`config.mk`:
```
export PLATFORM = sky130hd
export DESIGN_NAME = ex_muldiv_iter
export DESIGN_NICKNAME = d
export VERILOG_FILES = /design/src/rtl/ex_muldiv_iter.sv
export SDC_FILE = /design/constraint.sdc
export NUM_CORES = 1
export LEC_CHECK = 0
export BUFFER_PORTS_ARGS = -buffer_cell sky130_fd_sc_hd__buf_2
export CORE_UTILIZATION = 37
export DETAILED_ROUTE_END_ITERATION = 8
export GPL_ROUTABILITY_DRIVEN = 0
export GPL_TIMING_DRIVEN = 0
export PLACE_DENSITY_LB_ADDON = 0.3
export SETUP_SLACK_MARGIN = 0.2
export SKIP_LAST_GASP = 1
export SYNTH_ARGS = -nofsm -noshare
export SYNTH_HDL_FRONTEND = slang
export SYNTH_SLANG_ARGS = --single-unit
```
`constraint.sdc`:
```
create_clock -name clk -period 7.3 [get_ports clk]
set_input_delay 0.73 -clock clk [delete_from_list [all_inputs] [get_ports clk]]
set_output_delay 0.73 -clock clk [all_outputs]
set_load 0.01 [all_outputs]
```
`src/rtl/ex_muldiv_iter.sv`:
```
// Iterative RV32/64 M-extension unit: shift-add multiply and restoring divide,
// one bit per cycle, with divide-by-zero / overflow fast paths and cancel.
module ex_muldiv_iter #(
  parameter int XLEN = 32
) (
  input  logic            clk,
  input  logic            rst,
  input  logic            start_i,
  input  logic            cancel_i,
  input  logic [2:0]      op_i,
  input  logic [XLEN-1:0] rs1_i,
  input  logic [XLEN-1:0] rs2_i,
  input  logic [4:0]      rd_i,
  output logic            busy_o,
  output logic            done_o,
  output logic [XLEN-1:0] result_o,
  output logic [4:0]      rd_o
);

  localparam int CNT_W = $clog2(XLEN) + 1;
  localparam logic [CNT_W-1:0] LAST_IT = CNT_W'(XLEN - 1);

  typedef enum logic [1:0] {S_IDLE, S_CALC, S_FIX, S_DONE} state_t;

  state_t            r_state, w_next;
  logic [2:0]        r_op;
  logic [4:0]        r_rd;
  logic              r_sign;
  logic [CNT_W-1:0]  r_cnt;
  logic [XLEN-1:0]   r_a;     // multiplicand (mul) or divisor (div) magnitude
  logic [2*XLEN-1:0] r_prod;  // product; low half doubles as quotient/dividend
  logic [XLEN-1:0]   r_rem;   // settled partial remainder

  // ---- issue decode ----
  logic            w_sgn1, w_sgn2, w_neg1, w_neg2, w_sign;
  logic [XLEN-1:0] w_mag1, w_mag2, w_fast_res;
  logic            w_div0, w_ovf, w_fast;

  assign w_sgn1 = op_i[2] ? ~op_i[0] : (op_i[1:0] != 2'b11);
  assign w_sgn2 = op_i[2] ? ~op_i[0] : ~op_i[1];
  assign w_neg1 = w_sgn1 & rs1_i[XLEN-1];
  assign w_neg2 = w_sgn2 & rs2_i[XLEN-1];
  assign w_mag1 = w_neg1 ? -rs1_i : rs1_i;
  assign w_mag2 = w_neg2 ? -rs2_i : rs2_i;

  // Result sign: product/quotient follow both operands, remainder follows dividend
  always_comb begin
    w_sign = 1'b0;
    case (op_i)
      3'b000, 3'b001, 3'b100: w_sign = w_neg1 ^ w_neg2;
      3'b010, 3'b110:         w_sign = w_neg1;
      default:                w_sign = 1'b0;
    endcase
  end

  assign w_div0 = op_i[2] & (rs2_i == '0);
  assign w_ovf  = op_i[2] & ~op_i[0] & (rs1_i == {1'b1, {(XLEN-1){1'b0}}}) & (&rs2_i);
  assign w_fast = w_div0 | w_ovf;
  // op_i[1] distinguishes remainder from quotient
  assign w_fast_res = w_div0 ? (op_i[1] ? rs1_i : {XLEN{1'b1}})
                             : (op_i[1] ? {XLEN{1'b0}} : rs1_i);

  // ---- iteration datapath ----
  logic [XLEN:0]   w_mul_sum, w_shift, w_diff;
  logic            w_ge;

  assign w_mul_sum = {1'b0, r_prod[2*XLEN-1:XLEN]} + (r_prod[0] ? {1'b0, r_a} : '0);
  assign w_shift   = {r_rem, r_prod[XLEN-1]};
  assign w_diff    = w_shift - {1'b0, r_a};
  // Partial remainder is always below 2*divisor, so the top bit of the
  // difference is a clean borrow flag
  assign w_ge      = ~w_diff[XLEN];

  // ---- final fix-up ----
  logic [2*XLEN-1:0] w_prod_fix;
  logic [XLEN-1:0]   w_q, w_q_fix, w_r_fix, w_sel;

  assign w_prod_fix = r_sign ? -r_prod : r_prod;
  assign w_q        = r_prod[XLEN-1:0];
  assign w_q_fix    = r_sign ? -w_q : w_q;
  assign w_r_fix    = r_sign ? -r_rem : r_rem;

  // Pick the architectural result for the latched op
  always_comb begin
    w_sel = '0;
    case (r_op)
      3'b000:                 w_sel = w_prod_fix[XLEN-1:0];
      3'b001, 3'b010, 3'b011: w_sel = w_prod_fix[2*XLEN-1:XLEN];
      3'b100, 3'b101:         w_sel = w_q_fix;
      default:                w_sel = w_r_fix;
    endcase
  end

  // ---- FSM ----
  // State register
  always_ff @(posedge clk or posedge rst) begin
    if (rst) r_state <= S_IDLE;
    else     r_state <= w_next;
  end

  // Next-state logic; cancel overrides everything
  always_comb begin
    w_next = r_state;
    case (r_state)
      S_IDLE:  if (start_i) w_next = w_fast ? S_DONE : S_CALC;
      S_CALC:  if (r_cnt == LAST_IT) w_next = S_FIX;
      S_FIX:   w_next = S_DONE;
      S_DONE:  w_next = S_IDLE;
      default: w_next = S_IDLE;
    endcase
    if (cancel_i) w_next = S_IDLE;
  end

  assign busy_o = (r_state != S_IDLE);
  assign done_o = (r_state == S_DONE) & ~cancel_i;

  // Operand latch, per-bit iteration and result registration
  always_ff @(posedge clk or posedge rst) begin
    if (rst) begin
      r_op     <= '0;
      r_rd     <= '0;
      r_sign   <= 1'b0;
      r_cnt    <= '0;
      r_a      <= '0;
      r_prod   <= '0;
      r_rem    <= '0;
      result_o <= '0;
      rd_o     <= '0;
    end else begin
      case (r_state)
        S_IDLE: if (start_i && !cancel_i) begin
          r_op   <= op_i;
          r_rd   <= rd_i;
          r_sign <= w_sign;
          r_cnt  <= '0;
          r_rem  <= '0;
          r_a    <= op_i[2] ? w_mag2 : w_mag1;
          r_prod <= {{XLEN{1'b0}}, (op_i[2] ? w_mag1 : w_mag2)};
          if (w_fast) begin
            result_o <= w_fast_res;
            rd_o     <= rd_i;
          end
        end
        S_CALC: begin
          r_cnt <= r_cnt + CNT_W'(1);
          if (r_op[2]) begin
            r_rem              <= w_ge ? w_diff[XLEN-1:0] : w_shift[XLEN-1:0];
            r_prod[XLEN-1:0]   <= {r_prod[XLEN-2:0], w_ge};
          end else begin
            r_prod <= {w_mul_sum, r_prod[XLEN-1:1]};
          end
        end
        S_FIX: if (!cancel_i) begin
          result_o <= w_sel;
          rd_o     <= r_rd;
        end
        default: ;
      endcase
    end
  end

endmodule

```
# Word level (Yosys, flattened, before mapping)
# Index checks and enable logic that the tools add are counted.
[op_classes]
addsub = 8
eq_ne = 22
muxes = 38
bitwise_logic = 13
n_reduce_logical = 20
[ops]
columns = ["op", "n"]
rows = [
  ["two-way mux 32 bit", 18],
  ["two-way mux 64 bit", 2],
  ["negator 32 bit", 4],
  ["case mux 32 bit (2 select lines)", 2],
  ["case mux 64 bit (2 select lines)", 1],
  ["case mux 32 bit (3 select lines)", 1],
  ["negator 64 bit", 1],
  ["adder 32 x 32 -> 33 bit", 1],
  ["subtractor 33 x 32 -> 33 bit", 1],
  ["equality test 32 bit (second input constant)", 1],
  ["zero test 32 bit", 1],
  ["AND reduction 32 bit", 1],
  ["two-way mux 5 bit", 3],
  ["equality test 3 bit (second input constant)", 4],
  ["inequality test 2 bit (second input constant)", 6],
  ["case mux 6 bit (2 select lines)", 1],
  ["case mux 5 bit (2 select lines)", 1],
  ["equality test 3 x 2 -> 1 bit (second input constant)", 3],
  ["two-way mux 2 bit", 4],
  ["case mux 2 bit (4 select lines)", 1],
  ["AND 1 bit", 7],
  ["adder 6 x 1 -> 6 bit (second input constant)", 1],
  ["equality test 3 x 1 -> 1 bit (second input constant)", 2],
  ["equality test 6 x 5 -> 1 bit (second input constant)", 1],
  ["other kinds (19)", 33],
]
[totals]
register_bits = 182
input_bits = 76
output_inout_bits = 39
elab_cells = 112

# Longest topological paths before layout
# Gate-level depths: netlist of run 1.
[depth]
depth_word = 9
ltp_mapped = 15
depth_no_buf = 13

# Worst setup path before layout of run 1
# OpenSTA, ideal clock, no wires.
[synth_timing]
path_kind = "input-to-reg"
startpoint = "in rs2_i[5]"
endpoint = "reg result_o[25]"
setup_time_ns = 0.121
arrival_time_ns = 3.346
required_ns = 7.179
slack_ns = 3.833
stages = 11
path_buffers = 3
cell_sequence = "or4_1 nor4_1 nand2_1 nor4_2 and4b_1 buf_2 o211ai_1 a21o_1 buf_6 clkbuf_1 a22o_1"
[synth_via]
elab_chain_cells = 6
elab_cells_between_ends = 11
classes_between = "eq/ne: 1; mux: 4; bitwise: 3; reduce/logical: 3"
[synth_lines]
columns = ["item", "line", "rtl"]
rows = [
  ["start, declared", "12", "input logic [XLEN-1:0] rs2_i,"],
  ["zero test 32 bit", "56", "assign w_div0 = op_i[2] & (rs2_i == '0);"],
  ["AND 1 bit", "56", ""],
  ["two-way mux 32 bit", "60", "assign w_fast_res = w_div0 ? (op_i[1] ? rs1_i : {XLEN{1'b1}})"],
  ["two-way mux 32 bit", "139", "if (w_fast) begin"],
  ["two-way mux 32 bit", "131", "S_IDLE: if (start_i && !cancel_i) begin"],
  ["case mux 32 bit (2 select lines)", "130", "case (r_state)"],
  ["end signal, assigned", "140", "result_o <= w_fast_res;"],
  ["end signal, assigned", "154", "result_o <= w_sel;"],
  ["end, declared", "16", "output logic [XLEN-1:0] result_o,"],
]
# Parallel ways exist; a longest one is shown, timed or not. The select of a mux whose other input is x is not followed.
# A chain may end at the register's enable or synchronous reset.

# Final worst setup path of run 1
[layout_timing]
startpoint = "reg r_prod[0]"
endpoint = "reg r_prod[57]"
[layout_via]
elab_chain_cells = 4
[layout_lines]
columns = ["item", "line", "rtl"]
rows = [
  ["start, declared", "31", "logic [2*XLEN-1:0] r_prod;"],
  ["start signal, assigned", "138", "r_prod <= {{XLEN{1'b0}}, (op_i[2] ? w_mag1 : w_mag2)};"],
  ["start signal, assigned by index", "148", "r_prod[XLEN-1:0] <= {r_prod[XLEN-2:0], w_ge};"],
  ["start signal, assigned", "150", "r_prod <= {w_mul_sum, r_prod[XLEN-1:1]};"],
  ["two-way mux 32 bit", "67", "assign w_mul_sum = {1'b0, r_prod[2*XLEN-1:XLEN]} + (r_prod[0] ? {1'b0, r_a} : '0);"],
  ["adder 32 x 32 -> 33 bit", "67", ""],
  ["two-way mux 32 bit", "146", "if (r_op[2]) begin"],
  ["case mux 64 bit (2 select lines)", "130", ""],
]
# No other way between the ends. The select of a mux whose other input is x is not followed.

==> metrics.txt, run 1 <==
number of global-route vias before repair=16.3k; Yosys reg bits=182; CP required=about 7700 ps; initial antenna violation count=0; dpl cells=between 2k and 3k; post-synthesis cell type count=84; clk root buf=clkbuf_16; Slew @ Worst Pin=1110 ps; setup TNS=0 ps; Post-synth top flop=dfrtp_1; dpl hpwl=53100 um; Netlist Area Pre-Place=16600 um^2; Die H=214 um; Post-synth top cells=nand2_1, o21ai_0, nor2_1; RSZ-0062 raised after global routing=no; Max clock buf depth=2; CP Class=reg2reg; YS warnings=0; Post-Syn Instances=2133; total power=6.80 mW; Slew headroom=25.9%; first-pass GRT wire length=99600 um; Clock Skew=around 13 ps; Leak=7.59 nW; Wirelength per Cell=23.1 um; largest net degree at the start of global routing=111; die area=45700 um^2; Worst Setup Start Kind=register; dominant cell type by area after synthesis=dfrtp_1; Layout area overhead=11.6%; clock-pin slew on the worst setup and hold paths=~80 ps; CTS tree=yes; # DRC=0; cts bufs inserted=17; Final Instance Count excl. Fillers=2871; Final ANT Viol Nets=0; post-CTS setup buffer count=0; Critical Path Fanout Max=10; ys async rst share=100%; EDFF count, synth=0; synth top area cells=dfrtp_1, o21ai_0, nand2_1; CTS Sinks=182; DR pass1 iterations=6; Worst Slack Setup Final=a little under 3000 ps; VDD IR max=0.170 mV; core area=approximately 44000 um^2; fin nets=2418; via count=17.8k; Total GRT Usage=between 20 and 30%; Hold Slack=around 400 ps; area taken by multi-input logic gates=~11000 um^2; Final Hold Violating Endpoints=0; cts hold-fix bufs=0; pre-CTS setup slack=2950 ps; DR iter-0 viols=roughly 2.6k; max cap viols=0; fin. max-slew vios=0; die width=214 um; Tcrit/Tclk final=60.4%; sequential cell area=4550 um^2; top-count cell post-synth=nand2_1; # rows=77; Yosys top cell area share=27.5%; status=finished, final reports clean; PwrDens=368 nW/um^2; Ports=115; Fill cells=4499; synthesized area per cell=7.77 um^2; post_cts resized=0; IO Port Bufs=113; Finish-stage setup viols=0; hold crit path type=in2async; ant diodes=0; syn nets=2285; layout cells sized above 1=a little under a tenth; Initial Util=37.5%; nature of the critical path endpoint=register; Routed WL=66300 um; Fmax achieved=227 MHz; Tmin final=roughly 4400 ps; Worst-Skew Late Latency=480 ps; critical path data arrival time=4750 ps; Seq/Total Area, Yosys=a little over a quarter; Via density=6.19; path depth of the worst reg2reg path=13; H-tree depth=4; GR Overflow Total=0
power breakdown:
group	leakage, nW	internal, mW	switching (mW)
combinational	4.94	1.40	2.69
sequential	2.37	1.34	0.413
clock	0.286	0.459	0.493
total	7.59	3.20	3.60
state kept, by name, indices dropped and copies added (netlist names):
name,flops
result_o,32
r_state,2
r_a,32
r_cnt,6
r_sign,1
r_rd,5
r_prod,64
r_rem,32
r_op,3
rd_o,5
placed cells by master (no fill, tap or decap), types with 24 or more instances in the layout:
cell type and n:
o41ai_1 24, a211oi_1 27, o21ai_0 224, clkbuf_1 108
dfrtp_1 182, ha_1 74, a21oi_1 161, buf_2 114
o221ai_1 24, mux2i_1 57, inv_1 63, nand3_1 44
nand2_1 257, xnor2_1 86, maj3_1 30, o31ai_1 43
nor3_1 51, xor2_1 93, nor2_1 196
through the flow:
step / cell area (um^2) / util (%)
after floorplan: 16600 / -
after global placement: 17900 / 40.4
after detailed placement: 17900 / 40.5
after CTS: 18500 / 41.8
after global routing: 18500 / 41.8
final: 18500 / 41.8
metal layers:
layer  wire length (um)  track usage [%]  up-vias  part of all wire (%)
met1              27800             40.5     8439                    42
li1                   -                -     8042                     -
met3               7050             6.71      207                    11
met4               3900             14.4        0                   5.9
met2              27500             42.4     1081                    41
met5                  0                0        -                     0
worst max-delay path: stages (launching register included):
cell	delay, ps
dfrtp_1	490
inv_1	300
clkbuf_1	380
nor2_1	190
ha_1	380
and2_1	180
or4_1	430
o211ai_1	370
a211oi_1	230
o21ai_0	390
nor3_1	120
a2111oi_0	530
xor2_1	180
o21ai_0	90
kinds of logic (layout without fill, tap and decap cells):
group	Yosys count	count (layout)	share of synthesized area, %
flops	182	182	27.5
compound gates	674	674	25.6
simple gates	713	713	20.0
xor+xnor	179	179	9.46
mux	79	79	4.94
buf+inv	200	346	4.93
fa+ha+maj	106	106	7.64
worst paths after layout:
path                                     startpoint                  endpoint  slack [ps]
setup / recovery              r_prod[0]$_DFFE_PP0P_    r_prod[57]$_DFFE_PP0P_        2890
hold / removal                                  rst    r_prod[50]$_DFFE_PP0P_         400
setup reg to reg              r_prod[0]$_DFFE_PP0P_    r_prod[57]$_DFFE_PP0P_        2890
hold reg to reg            result_o[27]$_DFFE_PP0P_  result_o[27]$_DFFE_PP0P_         480
max in group asynchronous                       rst    r_prod[10]$_DFFE_PP0P_        6030
min in group clk                            rd_i[2]       r_rd[2]$_DFFE_PP0P_         460
area by class of cell:
class | count | share of cell area (%)
inverters | 67 | 1.40
well taps | 592 | 4.00
clock buffers | 17 | 2.30
multi-input cells | 1751 | 60.6
clock inverters | 15 | 0.845
flip-flops and latches | 182 | 24.6
repair buffers | 114 | 3.21
plain buffers | 133 | 3.06
No activity file was read; power rests on OpenSTA's default activity.
==> run 2, diff against run 1 <==
- clock period: 7.3 -> 4 ns (I/O delays scaled with it)
==> run 2 against run 1 <==
  * Global-route usage grew 0.12 points
  * Register-to-register slack lost 2700 ps
  * Non-clock buffer count grew 15
  * Final cell count grew 0.52%
  * Maximum frequency grew 15%
  * Wire length grew 1.3%
  * Critical path type unchanged
  * Critical endpoint is now result_o[19]$_DFFE_PP0P_
  * Highest routed layer unchanged
==> metrics.txt, run 2 (synthesis gave the netlist of run 1 again) <==
most common cell after layout, fill and taps aside=nand2_1; Layout area overhead=13.4%; Fmax achieved=262 MHz; clk root buf=clkbuf_16; Routed WL=67100 um; CP required=4360 ps; Die H=214 um; Tmin final=3820 ps; DR iter-0 viols=around 2.4k; CP Class=reg2reg; Worst Min Path Start=rd_i[4]; RSZ-0062 raised after global routing=yes; switching part of the total power=52.5%; PwrDens=669 nW/um^2; Finish-stage setup viols=0; DR pass1 iterations=7; initial antenna violation count=0; dpl hpwl=approximately 53000 um; Initial Util=between 30% and 40%; largest net degree at the start of global routing=44; nature of the critical path endpoint=register; Top reg by flops=r_prod; internal power=~6 mW; hold crit path type=in2reg; Critical-path top delay cell=or4_4; path depth of the worst reg2reg path=10; Clock Skew=15.7 ps; Hold Slack=132 ps; critical path data arrival time=4180 ps; ant diodes=0; max cap viols=0; Leak=7.73 nW; Psw=6.60 mW; CTS tree=yes; Critical Path Fanout Max=10; Worst-Skew Late Latency=480 ps; cts bufs inserted=17; layout cells sized above 1=11.4%; CTS Sinks=182; Worst Setup Start Kind=register; H-tree depth=4; Reg power frac=between 20 and 30%; Ports=roughly 120; combinational share of power=roughly three fifths; Clock power frac=14.0%; Wirelength per Cell=between 20 and 25 um; die width=~210 um; Buf+Inv Stages, Crit Path=1; via count=17.8k; core area=~44000 um^2; clock-pin slew on the worst setup and hold paths=80 ps; Max clock buf depth=2; R2R Setup Slk=180 ps; Tcrit/Tclk final=95.5%; hold depth=3; cell family with most CP delay=simple AND/OR/NAND/NOR gates; Slew headroom=23.1%; number of global-route vias before repair=between 15k and 20k; Final ANT Viol Nets=0; most frequent cells in the layout=nand2_1, o21ai_0, nor2_1; worst r2r dst=result_o[19]$_DFFE_PP0P_; Hold Path End=r_rd[4]$_DFFE_PP0P_; # DRC=0; # rows=slightly below 80; critical path cell sequence=or4_4 > or4_4 > or3_1 > buf_2 > or3_2 > o41ai_2 > xor2_1 > o21ai_1 > o21ai_0 > o21ai_0; Reg-to-Reg Start=r_prod[22]$_DFFE_PP0P_; max reg flops=64; Total GRT Usage=29.3%; fin. max-slew vios=0; status=finished, final reports clean; first-pass GRT wire length=approximately 100000 um; CP peak stage delay=around 580 ps; Via density=6.15; die area=45700 um^2; Final Hold Violating Endpoints=0; fin nets=2433; GR Overflow Total=0; IO Port Bufs=113; fin util=42.5%; VDD IR max=0.285 mV; Slew @ Worst Pin=1150 ps
-- run 2: worst max path at each step --
stage	start	end	slack, ps	depth (start not counted)
after floorplan	r_prod[33]$_DFFE_PP0P_	result_o[21]$_DFFE_PP0P_	570	9
after global placement	r_prod[0]$_DFFE_PP0P_	r_prod[57]$_DFFE_PP0P_	-190	13
after detailed placement	r_prod[0]$_DFFE_PP0P_	r_prod[57]$_DFFE_PP0P_	-220	13
after CTS	r_prod[33]$_DFFE_PP0P_	result_o[21]$_DFFE_PP0P_	230	9
after global routing	r_prod[22]$_DFFE_PP0P_	result_o[19]$_DFFE_PP0P_	120	10
final	r_prod[22]$_DFFE_PP0P_	result_o[19]$_DFFE_PP0P_	180	10
-- run 2: final cells by class --
cell class	instances	area, um^2
clock buffer	17	425
timing repair buffer	129	751
clock inverter	15	163
fill	4454	25400
multi-input combinational	1751	11300
tap	592	741
sequential	182	4560
buffer	133	582
inverter	67	259
-- run 2: power by group through the flow --
stage               sequential (mW)  clock [mW]  combinational (mW)
floorplan                      2.98           0                4.96
global placement               3.19           0                7.05
detailed placement             3.20           0                7.17
CTS                            3.18        1.78                7.22
global route                   3.28        1.84                8.16
finish                         3.22        1.76                7.59
-- run 2: per-layer routing --
layer	vias up	track usage (%)	share of wire, %
li1	8073	-	-
met1	8514	40.4	43
met2	999	43.2	42
met3	166	7.75	11
met4	0	12.1	4.8
met5	-	0	0
-- run 2: worst reg2reg max path: stages, from the launching register on --
cell and delay, ps:
dfrtp_2 460, or4_4 580, or4_4 470, or3_1 430
buf_2 210, or3_2 570, o41ai_2 250, xor2_1 360
o21ai_1 160, o21ai_0 120, o21ai_0 90
-- run 2: repair_timing --
action,in CTS,in global routing
pin swaps,1,4
hold buffers,1,0
hold endpoints to repair,4,0
buffers inserted,2,8
gates resized for setup,17,31
endpoints found under the setup margin,40,82
-- run 2: through the flow --
stage                     total power [mW]  cell area (um^2)  std cells  setup slack, ps  setup TNS (ps)
after floorplan                       7.94             16600       2133              567               0
after global placement                10.2             17900       2838             -191           -1680
after detailed placement              10.4             18000       2843             -222           -2990
after CTS                             12.2             18600       2878              229               0
after global routing                  13.3             18800       2886              124               0
final                                 12.6             18800       2886              181               0
